===== config.mk =====
export PLATFORM = sky130hd
export DESIGN_NAME = dlsc_addr_router
export DESIGN_NICKNAME = d
export VERILOG_FILES = /design/src/rtl/dlsc_addr_router_pkg.sv /design/src/rtl/dlsc_addr_router_match.sv /design/src/rtl/dlsc_addr_router.sv
export SDC_FILE = /design/constraint.sdc
export NUM_CORES = 1
export LEC_CHECK = 0
export BUFFER_PORTS_ARGS = -buffer_cell sky130_fd_sc_hd__buf_2
export CAP_MARGIN = 0
export CORE_MARGIN = 10
export CORE_UTILIZATION = 50
export DETAILED_ROUTE_END_ITERATION = 12
export GPL_TIMING_DRIVEN = 0
export PLACE_DENSITY_LB_ADDON = 0.25
export SYNTH_ARGS = -nofsm -noshare
export SYNTH_HDL_FRONTEND = slang
export SYNTH_HIERARCHICAL = 1
export SYNTH_SLANG_ARGS = --single-unit

===== constraint.sdc =====
create_clock -name clk -period 4.15 [get_ports clk]
set_clock_uncertainty 0.2 [all_clocks]
set_input_delay 0.2075 -clock clk [delete_from_list [all_inputs] [get_ports clk]]
set_output_delay 0.2075 -clock clk [all_outputs]
set_load 0.03 [all_outputs]

===== src/rtl/dlsc_addr_router_pkg.sv =====
// Shared helpers for dlsc_addr_router: width derivations and target layout.
// Optional remap build: define DLSC_ADDR_ROUTER_REMAP_EN.
package dlsc_addr_router_pkg;

  function automatic int clog2(input int v);
    int r;
    r = 0;
    while ((1 << r) < v) r++;
    return r;
  endfunction

  function automatic int calc_pb(input int ports);
    return (ports > 1) ? clog2(ports) : 1;
  endfunction

  function automatic int calc_cb(input int outstanding);
    return (outstanding > 0) ? clog2(outstanding + 1) : 1;
  endfunction

  // target = {miss, port}: port field at the bottom, miss bit above it
  localparam int TGT_PORT_LSB = 0;

  function automatic int tgt_miss_bit(input int pb);
    return pb;
  endfunction

endpackage


===== src/rtl/dlsc_addr_router_match.sv =====
// Combinational base/mask range matcher with lowest-index priority.
// Remaps the address when DLSC_ADDR_ROUTER_REMAP_EN is defined.
module dlsc_addr_router_match
  import dlsc_addr_router_pkg::*;
#(
  parameter int ADDR = 32,
  parameter int RANGES = 1,
  parameter int PB = 1,
  parameter logic [RANGES*ADDR-1:0] MASKS = '0,
  parameter logic [RANGES*ADDR-1:0] BASES = '0,
  parameter logic [RANGES*PB-1:0] PORT_MAP = '0
) (
  input  logic [ADDR-1:0] addr,
  output logic hit,
  output logic [calc_pb(RANGES)-1:0] idx,
  output logic [PB-1:0] port,
  output logic [ADDR-1:0] remap_addr
);

  localparam int IB = calc_pb(RANGES);

`ifdef DLSC_ADDR_ROUTER_REMAP_EN
  logic [ADDR-1:0] mask_sel;
`endif

  // Walk downward so the lowest matching index is the final winner
  always_comb begin
    hit = 1'b0;
    idx = '0;
    port = '0;
`ifdef DLSC_ADDR_ROUTER_REMAP_EN
    mask_sel = '0;
`endif
    for (int j = RANGES - 1; j >= 0; j--) begin
      if ((addr & ~MASKS[j*ADDR +: ADDR]) ==
          (BASES[j*ADDR +: ADDR] & ~MASKS[j*ADDR +: ADDR])) begin
        hit = 1'b1;
        idx = IB'(j);
        port = PORT_MAP[j*PB +: PB];
`ifdef DLSC_ADDR_ROUTER_REMAP_EN
        mask_sel = MASKS[j*ADDR +: ADDR];
`endif
      end
    end
  end

`ifdef DLSC_ADDR_ROUTER_REMAP_EN
  assign remap_addr = hit ? (addr & mask_sel) : addr;
`else
  assign remap_addr = addr;
`endif

endmodule


===== src/rtl/dlsc_addr_router.sv =====
// Registered address router: decode, two-entry buffer, ordering gate.
// Optional address remap: define DLSC_ADDR_ROUTER_REMAP_EN.
module dlsc_addr_router
  import dlsc_addr_router_pkg::*;
#(
  parameter int ADDR = 32,
  parameter int RANGES = 1,
  parameter int PORTS = 1,
  parameter logic [RANGES*ADDR-1:0] MASKS = '0,
  parameter logic [RANGES*ADDR-1:0] BASES = '0,
  parameter logic [RANGES*calc_pb(PORTS)-1:0] PORT_MAP = '0,
  parameter int OUTSTANDING = 16
) (
  input  logic clk,
  input  logic rst_n,
  output logic in_ready,
  input  logic in_valid,
  input  logic [ADDR-1:0] in_addr,
  input  logic out_ready,
  output logic out_valid,
  output logic [ADDR-1:0] out_addr,
  output logic [calc_pb(PORTS)-1:0] out_port,
  output logic out_miss,
  input  logic cmpl_valid,
  output logic busy
);

  localparam int PB = calc_pb(PORTS);
  localparam int CB = calc_cb(OUTSTANDING);
  localparam int TW = PB + 1;

  typedef struct packed {
    logic miss;
    logic [PB-1:0] port;
    logic [ADDR-1:0] addr;
  } entry_t;

  entry_t in_entry;
  entry_t head_q, head_n;
  entry_t skid_q, skid_n;
  logic head_v, head_vn;
  logic skid_v, skid_vn;
  logic [CB-1:0] count;
  logic [TW-1:0] last_tgt;
  logic [TW-1:0] head_tgt;
  logic m_hit;
  logic [PB-1:0] m_port;
  logic [ADDR-1:0] m_addr;
  logic accept, fire, dec, allowed;

  dlsc_addr_router_match #(
    .ADDR(ADDR),
    .RANGES(RANGES),
    .PB(PB),
    .MASKS(MASKS),
    .BASES(BASES),
    .PORT_MAP(PORT_MAP)
  ) u_match (
    .addr(in_addr),
    .hit(m_hit),
    .idx(),
    .port(m_port),
    .remap_addr(m_addr)
  );

  assign in_entry.miss = ~m_hit;
  assign in_entry.port = m_hit ? m_port : '0;
  assign in_entry.addr = m_addr;

  assign head_tgt[tgt_miss_bit(PB)] = head_q.miss;
  assign head_tgt[PB-1:TGT_PORT_LSB] = head_q.port;

  assign accept = in_valid && in_ready;
  assign allowed = (count == '0) ||
    ((count < CB'(OUTSTANDING)) && (head_tgt == last_tgt));
  assign out_valid = head_v && allowed;
  assign fire = out_valid && out_ready;
  assign dec = cmpl_valid && (count != '0);

  assign out_addr = head_q.addr;
  assign out_port = head_q.port;
  assign out_miss = head_q.miss;
  assign busy = (count != '0) || head_v || skid_v;

  // Skid only fills while the head is stalled, and drains into the head first
  always_comb begin
    head_n = head_q;
    head_vn = head_v;
    skid_n = skid_q;
    skid_vn = skid_v;
    if (!head_v || fire) begin
      if (skid_v) begin
        head_n = skid_q;
        head_vn = 1'b1;
        skid_vn = 1'b0;
      end else begin
        head_vn = accept;
        if (accept) head_n = in_entry;
      end
    end else if (accept) begin
      skid_n = in_entry;
      skid_vn = 1'b1;
    end
  end

  always_ff @(posedge clk or negedge rst_n) begin
    if (!rst_n) begin
      head_q <= '0;
      head_v <= 1'b0;
      skid_q <= '0;
      skid_v <= 1'b0;
      in_ready <= 1'b0;
      count <= '0;
      last_tgt <= '0;
    end else begin
      head_q <= head_n;
      head_v <= head_vn;
      skid_q <= skid_n;
      skid_v <= skid_vn;
      in_ready <= !skid_vn;
      if (fire && !dec) count <= count + 1'b1;
      else if (!fire && dec) count <= count - 1'b1;
      if (fire) last_tgt <= head_tgt;
    end
  end

endmodule


==> summary.md <==
| Metric | Value |
|---|---|
| Vias per cell | `~5.0` |
| Met3 wire length | `516 um` |
| Row Count | `32` |
| Hold Path End | `skid_q[6]` |
| Fin. max-slew vios | `0` |
| Final net count | `430` |
| Grt total ovfl | `0` |
| Leakage | `between 2 and 2.5 nW` |
| Worst-case clock buffer depth | `2` |
| Tot GR Track Use | `around 14%` |
| Die height | `between 100 and 150 um` |
| Total CTS buffers | `9` |
| Drt total wl | `about 8 mm` |
| Min-delay worst type | `primary input to register` |
| R2R setup slack | `~600 ps` |
| Final min period | `about 3600 ps` |
| Wire per inst | `approximately 16 um` |
| FF-to-FF path depth | `11` |
| Largest net degree at the start of global routing | `41` |
| Hold path depth | `3` |
| Starting Density | `roughly half` |
| Core area | `approximately 8000 um2` |
| Status | `completed` |
| PD cells | `847.4 nW/um2` |
| Initial antenna violation count | `0` |
| Fin. Hold Viols | `0` |
| Drt initial violations | `between 40 and 50` |
| Warnings, synthesis | `6` |
| Syn Std Cell Area | `between 4000 and 5000 um2` |
| # H-tree levels | `3` |
| Layout cells sized above 1 | `between 50% and 60%` |
| Routed Antenna Nets | `0` |
| Final HPWL DP | `just under 6 mm` |
| GP Congestion | `a little under 0.8` |
| Average cell area after synthesis | `about 14 um2` |
| Hold_buf cts | `8` |
| Met2 WL | `3.864 mm` |
| Reg clk slew, reported paths | `~80 ps` |
| WP data arrival | `around 3600 ps` |
| CP required | `~4200 ps` |
| Final hold slack | `between 15 and 20 ps` |
| Clk_lat worst skew | `between 300 and 400 ps` |
| DR vias | `between 2000 and 2500` |
| DRT met1 WL | `roughly 3.5 mm` |
| Worst Min Path Start | `in_addr[6]` |
| Syn Inst Count | `around 300` |
| First-pass GRT wire length | `13.37 mm` |
| Synthesized Nets | `roughly 340` |
| Area Growth Syn to Fin | `19.57%` |
| Die width | `around 110 um` |
| I/O pins | `74` |
| # DRC | `0` |
| Resize count post-CTS | `0` |
| Slew @ Worst Pin | `approximately 1100 ps` |
| CP Max Fanout | `6` |
| Slew HR | `25.86%` |
| RSZ-0062 raised after global routing | `no` |
| Fin util | `61.61%` |
| Max Cap Viol | `0` |
| FF-to-FF Start | `count[3]` |
| CTS Sinks | `a little under 80` |
| Highest metal used | `met4` |
| Final setup fails | `0` |
| Final worst-path cycle share | `85.66%` |
| Crit end category | `register` |
| Reg2Reg Capture Point | `count[4]` |
| Max Fclk | `281.3 MHz` |
| Fillers | `650` |
| PortBufs | `73` |
| Die area | `about 12000 um2` |
| DRT Pass-1 Iters | `4` |
| CP Class | `register to register` |
| # diodes | `0` |
| Clk root buf | `clkbuf_8` |
| Setup Total Neg Slack | `0 ps` |
| Startpoint Class | `register` |
| Vias in the first global route | `2686` |
| TritonCTS clock tree | `built` |
| Worst vdd ir | `0.0003947 V` |
| Post-CTS Setup Repair Bufs | `0` |
## metrics by stage
step	area (um2)	total power [W]	worst slack [ps]	instances
2_1_floorplan	4003	0.003071	871.8	294
5_1_grt	4786	0.004354	372.1	495
3_5_place_dp	4518	0.003583	623.9	470
4_1_cts	4776	0.004115	617.4	494
3_3_place_gp	4496	0.003515	713.2	469
6_report	4786	0.004056	595.3	495
## cells in the final DEF (no fill, tap or decap), drive strengths merged
cell         count
conb             1
a21o             2
clkbuf          17
dlygate4sd3      9
a21oi            4
clkinv           3
buf            115
ha               4
inv              7
fa               1
nand2           10
mux2           101
nor3             4
or3              5
mux2i            3
dfrtp           78
nor2             2
a31oi            1
xnor2            2
o31ai            1
xor2             3
a2111oi          1
nor4             9
a311oi           1
nand4            2
o41ai            1
o21ai            5
a211o            1
## worst max path at each step
stage / startpoint / to / slack, ps
after floorplan: count[3] / count[4] / 870
after global placement: count[3] / count[4] / 710
after detailed placement: count[3] / count[4] / 620
after CTS: count[3] / count[4] / 620
after global routing: count[4] / count[4] / 370
final: count[3] / count[4] / 600
## flip-flops by register name, indices dropped and copies added (netlist names)
register  flops
last_tgt      2
out_miss      1
skid_v        1
out_addr     32
in_ready      1
skid_q       34
head_v        1
out_port      1
count         5
## worst max-delay path: stages, from the launching register on
cell       delay, ps
dfrtp_1          400
or3_1            390
or3_1            330
buf_6            140
a211o_2          320
inv_1             60
ha_1             210
inv_1            140
fa_1             430
a21o_1           230
a2111oi_0        440
o31ai_1          150
## metal layers
metal	GRT usage [%]	vias up
met2	22.57	50
met5	0	-
met3	4.213	7
met1	17.58	1234
li1	-	1203
met4	6.134	0
## cell type report
| type | count | area (um2) | area share, % |
|---|---|---|---|
| Timing Repair Buffer | 83 | 478.0 | 9.987 |
| Inverter | 7 | 26.28 | 0.5490 |
| Clock buffer | 13 | 158.9 | 3.320 |
| Buffer | 45 | 326.6 | 6.824 |
| Clock inverter | 3 | 18.77 | 0.3922 |
| Sequential cell | 78 | 1952 | 40.78 |
| Multi-Input combinational cell | 164 | 1698 | 35.48 |
| Tap cell | 102 | 127.6 | 2.667 |
## where the power goes
group          internal [W]  switching [W]
combinational       0.00111        0.00108
sequential          0.00115       0.000208
clock              0.000250       0.000265
total               0.00251        0.00155
(Power assumes the default switching activity.)
